<file path="config.mk">
export PLATFORM = sky130hd
export DESIGN_NAME = axi4lite_sram_rd_queue
export DESIGN_NICKNAME = d
export VERILOG_FILES = /design/src/rtl/axi4lite_sram_rd_queue.sv
export SDC_FILE = /design/constraint.sdc
export NUM_CORES = 1
export LEC_CHECK = 0
export CORE_MARGIN = 2
export CORE_UTILIZATION = 38
export DETAILED_ROUTE_END_ITERATION = 8
export SLEW_MARGIN = 20
export SYNTH_ARGS = -nofsm -noshare
export SYNTH_HDL_FRONTEND = slang
export SYNTH_SLANG_ARGS = --single-unit
</file>
<file path="constraint.sdc">
create_clock -name aclk -period 2.4 [get_ports aclk]
set_clock_uncertainty 0.15 [all_clocks]
set_input_delay 0.36 -clock aclk [delete_from_list [all_inputs] [get_ports aclk]]
set_output_delay 0.36 -clock aclk [all_outputs]
set_load 0.01 [all_outputs]
</file>
<file path="src/rtl/axi4lite_sram_rd_queue.sv">
// In-order synchronous FIFO holding pending read responses.
module axi4lite_sram_rd_queue #(
    parameter int unsigned WIDTH = 34,
    parameter int unsigned DEPTH = 4
) (
    input  logic                           aclk,
    input  logic                           aresetn,
    input  logic                           push,
    input  logic [WIDTH-1:0]               push_data,
    input  logic                           pop,
    output logic [WIDTH-1:0]               head_data,
    output logic                           full,
    output logic                           empty,
    output logic [$clog2(DEPTH+1)-1:0]     level
);

    localparam int unsigned PTR_W = $clog2(DEPTH);
    localparam int unsigned LVL_W = $clog2(DEPTH+1);

    logic [WIDTH-1:0] store [DEPTH];
    logic [PTR_W-1:0] wr_ptr;
    logic [PTR_W-1:0] rd_ptr;
    logic [LVL_W-1:0] count;
    logic             do_push;
    logic             do_pop;

    assign full      = (count == LVL_W'(DEPTH));
    assign empty     = (count == '0);
    assign level     = count;
    assign do_push   = push && !full;
    assign do_pop    = pop && !empty;
    assign head_data = store[rd_ptr];

    // Pointers wrap naturally because DEPTH is a power of two
    always_ff @(posedge aclk) begin
        if (!aresetn) begin
            wr_ptr <= '0;
            rd_ptr <= '0;
            count  <= '0;
        end else begin
            if (do_push) wr_ptr <= wr_ptr + PTR_W'(1);
            if (do_pop)  rd_ptr <= rd_ptr + PTR_W'(1);
            unique case ({do_push, do_pop})
                2'b10:   count <= count + LVL_W'(1);
                2'b01:   count <= count - LVL_W'(1);
                default: count <= count;
            endcase
        end
    end

    always_ff @(posedge aclk) begin
        if (do_push) store[wr_ptr] <= push_data;
    end

endmodule

</file>
Word-level counts from Yosys, hierarchy flattened
Memories as Yosys holds them, arrays and structs flattened. A register that Yosys moved wholly into a read port is not among the register bits.
Index checks and enable logic that the tools add are counted.
{"block": "op_classes", "n_reduce_logical": 6, "eq_ne": 3, "n_addsub": 4, "muxes": 5}
{"cell": "3-bit one-hot mux with 2 select lines", "count": 1}
{"cell": "2-bit by 1-bit adder with 2-bit output, second input constant", "count": 2}
{"cell": "2-bit 2-to-1 mux", "count": 2}
{"cell": "3-bit by 1-bit adder with 3-bit output, second input constant", "count": 1}
{"cell": "3-bit == test, second input constant", "count": 1}
{"cell": "3-bit zero test", "count": 1}
{"cell": "3-bit by 1-bit subtractor with 3-bit output, second input constant", "count": 1}
{"cell": "2-bit by 1-bit == test with 1-bit output, second input constant", "count": 1}
{"cell": "2-bit == test, second input constant", "count": 1}
{"cell": "1-bit logical AND", "count": 2}
{"cell": "1-bit zero test", "count": 2}
{"cell": "1-bit 2-to-1 mux", "count": 2}
{"cell": "2-bit nonzero test", "count": 1}
{"block": "word_totals", "ff_bits": 7, "ramBits": 136, "in_bits": 38, "out_inout_bits": 39, "memories": 1}
{"name": "store", "words": 4, "width": 34, "rd": 1, "rd_ports_with_merged_regs": 1, "wr": 1, "line_no": "20", "source": "logic [WIDTH-1:0] store [DEPTH];"}

Logic depth before layout (Yosys ltp)
Gate-level depths: netlist of run 1.
{"block": "logic_depth", "ltp_word": 5, "depth_mapped": 10, "depth_no_buf": 9}

Worst setup path after synthesis of run 1
No wires, ideal clock.
{"block": "synth_timing", "path_type": "reg2reg", "startpoint": "register count[2], in the netlist level[2]", "endpoint": "register count[2], in the netlist level[2]", "slack_ps": 77, "n_path_buf": 1, "path_stages_with_launch": 11, "t_arrival_ps": 2102, "setup_time_ps": 70, "synth_period_minus_slack_ps": 2323, "path_cell_list": "dfxtp_1 nor3b_2 nor2b_1 buf_2 inv_2 ha_1 inv_1 fa_1 xor2_1 or3_1 a21boi_1"}
{"block": "synth_between", "elab_chain_len": 5, "elab_cells_between_ends": 12}
{"item": "start: declaration", "line_no": "23", "source": "logic [LVL_W-1:0] count;"}
{"item": "start signal: assignment", "line_no": "44", "source": "2'b10: count <= count + LVL_W'(1);"}
{"item": "start signal: assignment", "line_no": "45", "source": "2'b01: count <= count - LVL_W'(1);"}
{"item": "start signal: assignment", "line_no": "46", "source": "default: count <= count;"}
{"item": "3-bit == test (*)", "line_no": "27", "source": "assign full = (count == LVL_W'(DEPTH));"}
{"item": "named net full", "line_no": "12", "source": "output logic full,"}
{"item": "1-bit zero test (*)", "line_no": "30", "source": "assign do_push = push && !full;"}
{"item": "1-bit logical AND (*)", "line_no": "30"}
{"item": "2-bit by 1-bit == test with 1-bit output or 2-bit == test (tied branches)", "line_no": "43", "source": "unique case ({do_push, do_pop})"}
{"item": "3-bit one-hot mux with 2 select lines or 2-bit nonzero test (tied branches)"}
The timed path passes the listed nets; every way through them passes the cells marked *.
A chain may end at the register's enable or synchronous reset.

==> run_results.csv, run 1 <==
group,metric,value,unit
cells_and_area,design_area,7150,um2
timing,fin_ws,57.4,ps
place,dp_slack,-126,ps
yosys,synth_seq_area_share,78.5,%
place,gp_congestion,0.677,
route,vias_per_cell,4.82,
floorplan,fp.coreArea,13900,um2
grt,grt_pass1_vias,2691,
floorplan,rows,43,
yosys,synth_seq_cells,145,
cells_and_area,area_growth,31.5,%
timing,slew_viol_final,0,
setup_path,crit_end,"head_data[21]",
grt,antenna_found_initial,0,
yosys,synthFlopType,"edfxtp_1",
route,finalWirelength,9470,um
route,dr_total_vias,2522,
clocking,clockBufferDepth,2,
clocking,clock_latency,410,ps
yosys,syn_nets,276,
grt,grt_use_total,13.7,%
setup_path,r2r_end,"level[2]",
pwr,power_density,1050,nW/um2
setup_path,crit_chain,"buf_12 -> mux4_2 -> dlygate4sd2_1",
grt,grt_pass1_wl,14400,um
timing,relSlewSlack,79.7,%
place,placedInstanceArea,6570,um2
timing,rsz0062_at_grt,"no",
yosys,synth_most_common_cell,"edfxtp_1",
setup_path,slowest_stage,"mux4_2",
setup_path,worstReg2RegStart,"level[2]",
status,status,"complete, no violations",
yosys,netlist_instances,232,
timing,finalCritPeriodShare,97.6,%
setup_path,critical_path_peak_fanout,12,
setup_path,arrival,1830,ps
timing,tightest_slew,303,ps
route,avgRoutedWirePerCell,18.1,um
yosys,synth.distinct_cells,24,
timing,tns,0,ps
setup_path,r2r_cells,9,
grt,grt_max_degree,23,
clocking,ctsRootBufferMaster,"clkbuf_16",
yosys,yosys-top-cells-area,"edfxtp_1 (75%), mux4_2 (14%), dfxtp_1 (3.3%)",
yosys,avgSynthCellArea,23.4,um2
floorplan,die_w,124,um
floorplan,die_area,15300,um2
grt,grt_overflow,0,
timing,setup_viol,0,
timing,clock.fmax,0.427,GHz
clocking,htree_levels,4,
yosys,synth_edf_count,136,
setup_path,startpoint_type,"flip-flop",
yosys,ys_warn_count,0,
yosys,synth_top_cell_by_area,"edfxtp_1",
floorplan,die_h,124,um
place,io_buffers,76,
pwr,leakagePower,2.36,nW
setup_path,reg2reg_setup_slack,220,ps
cells_and_area,final_util,51.3,%
setup_path,required,1890,ps
yosys,synth_common_cells,"edfxtp_1 (136), mux4_2 (34), dfxtp_1 (9), nand2_1 (7), and2_1 (6)",
clocking,cts_tree,"yes",
yosys,async_flop_share,0,%
pwr,ir_worst_vdd,471,uV
job,drv_cap,0,
yosys,netlist_area,5440,um2
cells_and_area,num_antenna_cells,0,
cells_and_area,nets,376,
route,antenna_left,0,
timing,final-hold-violation-count,0,
clocking,path_clk_slew,60,ps
clocking,cts_sinks,145,
setup_path,slowest_delay,510,ps
cells_and_area,drive_gt1_share,24.5,%
clocking,postCtsHoldBufs,0,
setup_path,crit_path_end_kind,"primary output",
floorplan,boundaryPins,77,
setup_path,crit_type,"flip-flop to primary output",
worst_hold_path,hold_path.class,"flip-flop to flip-flop",
clocking,cts_buffers,17,
place,place_hpwl,5850,um
yosys,synth_top_cell_area_share,75.1,%
pwr,finalPower,7.51,mW
timing,final.min_clock_period,2340,ps
clocking,cts_setup_buffers,0,
floorplan,start_util,39.0,%
route,drt_iter0_drc,128,
route,drc_errors,0,
route,dr.pass1.iters,4,
[stage by stage]
| stage | hold slack [ps] | cells |
|---|---|---|
| after CTS | 342 | 523 |
| after floorplan | 306 | 232 |
| after global routing | 357 | 523 |
| final | 334 | 523 |
| after global placement | 320 | 492 |
| after detailed placement | 330 | 492 |
[cells by family after synthesis]
kind of cell             after synthesis  share of synthesized area [%]
AND/OR/NAND/NOR                       20                           2.26
buffers and inverters                 16                           2.26
multiplexers                          36                           14.5
AO/OA/AOI/OAI                          7                          0.736
adder cells (fa/ha/maj)                6                           1.52
flip-flops                           145                           78.5
XOR/XNOR                               2                          0.322
[worst min-delay path by stage]
stage	start	to	slack (ps)	depth (start not counted)
detailed placement	rd_ptr[1]	flip-flop	330	2
CTS	rd_ptr[1]	flip-flop	340	2
global placement	rd_ptr[1]	flip-flop	320	2
global route	rd_ptr[1]	flip-flop	360	2
floorplan	rd_ptr[1]	flip-flop	310	2
finish	rd_ptr[1]	flip-flop	330	2
[layout make-up]
type	count	area [um2]
flip-flops and latches	145	4270
repair buffers	91	1000
inverters	6	22.5
clock buffers	19	433
multi-input cells	71	1050
clock inverters	11	140
well taps	180	225
fillers	1117	6790
[report_power, final]
group	total, mW	switching, mW	internal [mW]
combinational	1.79	0.785	1.01
sequential	3.17	0.111	3.06
clock	2.55	0.935	1.61
[critical path: cells and delay by family, from the launching register on]
kind	cells	cell delay, ps
buffers and inverters	2	480
DFF	1	420
muxes	1	510
[flip-flops by register name (all words and copies together), names as in the netlist, named ones only]
signal	flops
wr_ptr	2
level	3
store	136
rd_ptr	2
[cell usage in the layout, fill, tap and decap left out, types with 2 or more instances in the layout]
| cell type | count |
|---|---|
| buf_12 | 11 |
| dfxtp_1 | 7 |
| inv_1 | 5 |
| mux4_2 | 34 |
| o21ai_0 | 5 |
| nand2_1 | 7 |
| clkbuf_1 | 2 |
| mux2i_1 | 2 |
| edfxtp_1 | 136 |
| clkbuf_16 | 17 |
| clkinv_2 | 2 |
| dlygate4sd2_1 | 21 |
| or3_1 | 2 |
| clkinv_1 | 2 |
| bufinv_16 | 3 |
| and2_2 | 4 |
| clkdlybuf4s50_1 | 42 |
| and2_1 | 2 |
| buf_4 | 3 |
| a21boi_1 | 2 |
| ha_1 | 5 |
| clkdlybuf4s15_1 | 13 |
| nor2b_1 | 2 |
| clkinvlp_4 | 2 |
[routing by layer]
metal	global-route usage, %	up-vias	share of wire, %
li1	-	1152	-
met1	16.2	1298	42
met2	22.7	59	52
met3	4.12	13	4.1
met4	6.82	0	2.0
met5	0	-	0
[repair_timing]
item,in CTS,in global routing
setup endpoints to repair,34,13
gates cloned,1,0
gates resized for setup,36,13
Note: power is estimated with default switching activity, not from simulation.
==> inputs of run 2 (changes only) <==
Settings changed: CORE_MARGIN 2 to 4, CTS_CLUSTER_DIAMETER set to 150.
==> run 2 against run 1 <==
Register-to-register slack gained 20 ps. Die area up 6.6%. Cell count rose by 2.7%. Sequential power is essentially flat. Count of clock-buffer cells in the layout is 2 lower. Critical path depth up 1. Flip-flop and latch count is the same. Combinational power grew 12%. Sequential share of layout area shrank 1.1 points.
==> run_results.csv, run 2 (synthesis results as in run 1) <==
group,metric,value,unit
timing,final-hold-violation-count,0,
floorplan,die_w,128,um
grt,grt_max_degree,22,
timing,hold_ws,325,ps
setup_path,critical_path_peak_fanout,6,
timing,tns,0,ps
clocking,cts_buffers,17,
route,avgRoutedWirePerCell,18.7,um
route,dr.pass1.iters,4,
cells_and_area,final_util,52.3,%
clocking,ctsRootBufferMaster,"clkbuf_16",
floorplan,fp.coreArea,13900,um2
place,place_hpwl,6050,um
setup_path,r2r_cells,9,
place,io_buffers,76,
grt,grt_overflow,0,
setup_path,slowest_delay,470,ps
worst_hold_path,min_from,"rd_ptr[1]",
setup_path,r2r_end,"level[2]",
timing,clock.fmax,0.431,GHz
floorplan,start_util,39.0,%
setup_path,crit_path_end_kind,"primary output",
setup_path,crit_chain,"clkbuf_16 -> buf_4 -> mux4_2 -> buf_2",
route,dr_total_vias,2563,
route,vias_per_cell,4.77,
cells_and_area,area_growth,34.0,%
worst_hold_path,hold_path.class,"flip-flop to flip-flop",
route,drc_errors,0,
timing,finalCritPeriodShare,96.7,%
cells_and_area,num_antenna_cells,0,
cells_and_area,nets,388,
route,antenna_left,0,
setup_path,required,1890,ps
timing,rsz0062_at_grt,"yes",
place,gp_congestion,0.681,
pwr,ir_worst_vdd,561,uV
setup_path,critPathBufInv,3,
setup_path,worstReg2RegStart,"level[2]",
floorplan,boundaryPins,77,
cells_and_area,final_cells,537,
grt,grt_pass1_vias,2765,
floorplan,rows,43,
pwr,leakagePower,2.41,nW
clocking,clockBufferDepth,2,
timing,final.min_clock_period,2320,ps
clocking,cts_tree,"yes",
setup_path,arrival,1810,ps
setup_path,crit_family,"multiplexers",
grt,grt_pass1_wl,15500,um
route,finalWirelength,10000,um
place,placedCellCount,495,
floorplan,die_area,16300,um2
setup_path,reg2reg_setup_slack,240,ps
cells_and_area,largest_register_ffs,136,
grt,antenna_found_initial,0,
timing,tightest_slew,315,ps
cells_and_area,final_cell_mix,"edfxtp_1 (136), clkdlybuf4s50_1 (42), mux4_2 (34)",
worst_hold_path,hold_depth,2,
grt,grt_use_total,13.2,%
setup_path,startpoint_type,"flip-flop",
job,drv_cap,0,
pwr,power_density,1080,nW/um2
floorplan,die_h,128,um
setup_path,slowest_stage,"mux4_2",
cells_and_area,drive_gt1_share,30.3,%
status,status,"complete, no violations",
clocking,clock_latency,410,ps
clocking,path_clk_slew,60,ps
clocking,postCtsHoldBufs,0,
timing,slew_viol_final,0,
clocking,htree_levels,4,
setup_path,crit_type,"flip-flop to primary output",
timing,relSlewSlack,78.9,%
cells_and_area,largest-register,"store",
route,drt_iter0_drc,115,
cells_and_area,layout_commonest_cell,"edfxtp_1",
timing,setup_viol,0,
clocking,cts_sinks,145,
==> run 2: worst max-delay path by stage <==
stage,from,to,depth (start not counted)
floorplan,level[2],level[2],10
global placement,pop,level[2],8
detailed placement,pop,level[2],8
CTS,flip-flop,head_data[18],3
global route,flip-flop,head_data[18],4
finish,flip-flop,head_data[19],4
==> run 2: what timing repair did <==
| action | in CTS | in global routing |
|---|---|---|
| endpoints found under the hold margin | 0 | 0 |
| endpoints found under the setup margin | 34 | 27 |
| resized for setup | 50 | 41 |
| setup buffers | 3 | 4 |
| cloned | 2 | 1 |
==> run 2: power by group <==
part | switching, mW | internal (mW) | total [mW] | leakage [nW]
Sequential | 0.131 | 3.06 | 3.19 | 1.32
Combinational | 0.831 | 1.17 | 2.00 | 0.810
Clock | 0.979 | 1.73 | 2.70 | 0.282
==> run 2: final cells by class <==
class | count | area [um2]
clock buffers | 17 | 425
clock inverters | 15 | 190
fillers | 1107 | 6650
inverters | 6 | 22.5
multi-input cells | 71 | 1050
flip-flops and latches | 145 | 4270
well taps | 180 | 225
repair buffers | 103 | 1100
==> run 2: routing by layer <==
layer	global-route usage [%]	vias up	part of all wire [%]
met2	21.8	58	52
li1	-	1188	-
met4	5.43	0	1.9
met3	4.60	14	4.8
met1	16.0	1303	42
met5	0	-	0
==> run 2: worst reg2reg max path, stage by stage, from the launching register on <==
cell and delay (ps):
dfxtp_1 390, nor3b_2 220, nor2b_1 90, inv_2 50, ha_1 150, inv_1 50, fa_1 390, xor2_1 160
or3_1 310, a21boi_1 140
==> run 2: metrics by stage <==
stage | setup WS [ps] | instance area [um2] | power, mW
2_1_floorplan | 77.5 | 5440 | 4.26
3_3_place_gp | 8.40 | 6540 | 5.15
3_5_place_dp | -50.1 | 6540 | 5.17
4_1_cts | -15.1 | 7200 | 7.88
5_1_grt | -1.27 | 7280 | 8.30
6_report | 80.1 | 7280 | 7.89
==> edit (config.mk and constraints of run 1) <==
Set the parameter `WIDTH` to 42 (it was 34).
--- a/src/rtl/axi4lite_sram_rd_queue.sv
+++ b/src/rtl/axi4lite_sram_rd_queue.sv
@@ -2,3 +2,3 @@
 module axi4lite_sram_rd_queue #(
-    parameter int unsigned WIDTH = 34,
+    parameter int unsigned WIDTH = 42,
     parameter int unsigned DEPTH = 4
Ports: changed (resized head_data and push_data); port bits go from 77 to 93. The function was not compared with the original's and may differ.
==> edit against run 1 <==
- final area rose by 18%
- synthesized area increased by 21%
- utilization decreased by 1.9 points
- non-clock buffer count grew 25
- sequential cell count increased by 32
- power increased by 13%
- final cell count rose by 21%
- critical path depth grew 1
- routed wire length is 24% higher
- global-route usage is 0.34 points higher
- worst setup slack worse by 0.0057 ns
- largest cell class unchanged
- largest power group unchanged
- highest routed layer unchanged
==> edit: results (changes against run 1) <==
placed_design:
  port_buffers: 92  # +21%
  place.gp.congestion: 0.726  # +7.2%
  post_dp_cell_area_um2: 7950  # +21%
  dp_slack_ns: -0.0797  # +0.0463 ns
  dpl.hpwl_mm: 7.23  # +24%
yosys:
  yosysWarnings: 0  # unchanged
  seq_area_frac_synth_pct: 79.2  # +0.71 points
  synth.area.top_cells: "edfxtp_1 (76%), mux4_2 (14%), dfxtp_1 (2.7%)"
  synth_xor_area_share_pct: 0.265  # -0.057 points
  ys_types: 23  # -4.2%
  synth-adder-area-share_pct: 1.25  # -0.27 points
  synth_edf_count: 168  # +24%
  synthCells: 274  # +18%
  synth_nets: 326  # +18%
  synth.mux.area_fraction_pct: 14.6  # +0.18 points
  synth_common_cells: "edfxtp_1 (168), mux4_2 (42), dfxtp_1 (9)"
  synth-seq-cells: 177  # +22%
  synth-compound-area-share_pct: 0.607  # -0.13 points
cells_and_area:
  fin_util_pct: 49.4  # -1.9 points
  seq_area_share_pct: 61.9  # +2.2 points
  final_cells: 633  # +21%
  n_all_buffers: 116  # +27%
  largest_reg_flops: 168  # +24%
  drive_above_1_share_pct: 29.4  # +4.9 points
  buf_share_pct: 13.7  # -0.39 points
  nNetsFinal: 449  # +19%
  clock_area_share_pct: 6.23  # -1.8 points
  fillers: 1426  # +28%
  multi_input_area_share_pct: 14.6  # -0.14 points
power_and_ir_drop:
  irDropWorstVdd_mv: 0.543  # +15%
  clkPwrFrac_pct: 29.1  # -4.8 points
  power_density_nw_per_um2: 1010  # -4.3%
  p_leak_uw: 0.00279  # +19%
  p_switching_uw: 2160  # +18%
  seq-power_uw: 3840  # +21%
cts:
  postCtsSetupRepairBufs: 1  # +1
  cts_buffers: 17  # unchanged
  cts-resized-gates: 50  # +39%
global_route:
  grt_start_max_net_pins: 29  # +26%
  grtUsageTotal_pct: 14.0  # +0.34 points
  grt_use_met1_pct: 18.0  # +1.8 points
  grt_antenna_before_repair: 1  # +1
  grt_util_met3_pct: 4.19  # +0.069 points
sta:
  worst_pin_slew_ns: 0.326  # +0.0233 ns
critical_path:
  cpPeakStageDelay_ns: 0.49  # -0.02 ns
  crit_family: "buffers and inverters"
  r2r_slack_ns: 0.24  # +0.02 ns
  endpoint: "head_data[41]"
  crit_fanout: 9  # -3
status:
  status: "finished clean"
route:
  first_iter_violations: 189  # +48%
  wl_met3_um: 561  # +44%
  wl_per_cell_um: 18.6  # +2.6%
  met2_length_mm: 5.66  # +15%
floorplan:
  core_area_um2: 17100  # +23%
==> edit: cell types whose count changed in the layout (fill, tap and decap cells not counted), moves of 3 or more <==
cell	change
mux4_2	+8
edfxtp_1	+32
buf_6	+3
clkbuf_2	+18
dlygate4sd2_1	-7
clkdlybuf4s50_1	+8
clkinv_4	+3
buf_4	+7
clkdlybuf4s15_1	-7
==> edit: logic make-up after synthesis <==
logic type | count (synthesis)
and+or+nand+nor | 20
DFF | 177
adders and majority gates | 6
AOI/OAI and AO/OA | 7
buffers and inverters | 18
xor gates and xnor gates | 2
muxes | 44
==> edit: worst min path at each step <==
stage	slack [ns]	end	from	cells after the start
floorplan	0.31	register	rd_ptr[1]	2
global placement	0.32	rd_ptr[0]	rd_ptr[0]	2
detailed placement	0.34	rd_ptr[0]	rd_ptr[0]	2
CTS	0.35	rd_ptr[0]	rd_ptr[0]	2
global route	0.39	wr_ptr[0]	wr_ptr[0]	2
finish	0.35	rd_ptr[0]	rd_ptr[0]	2
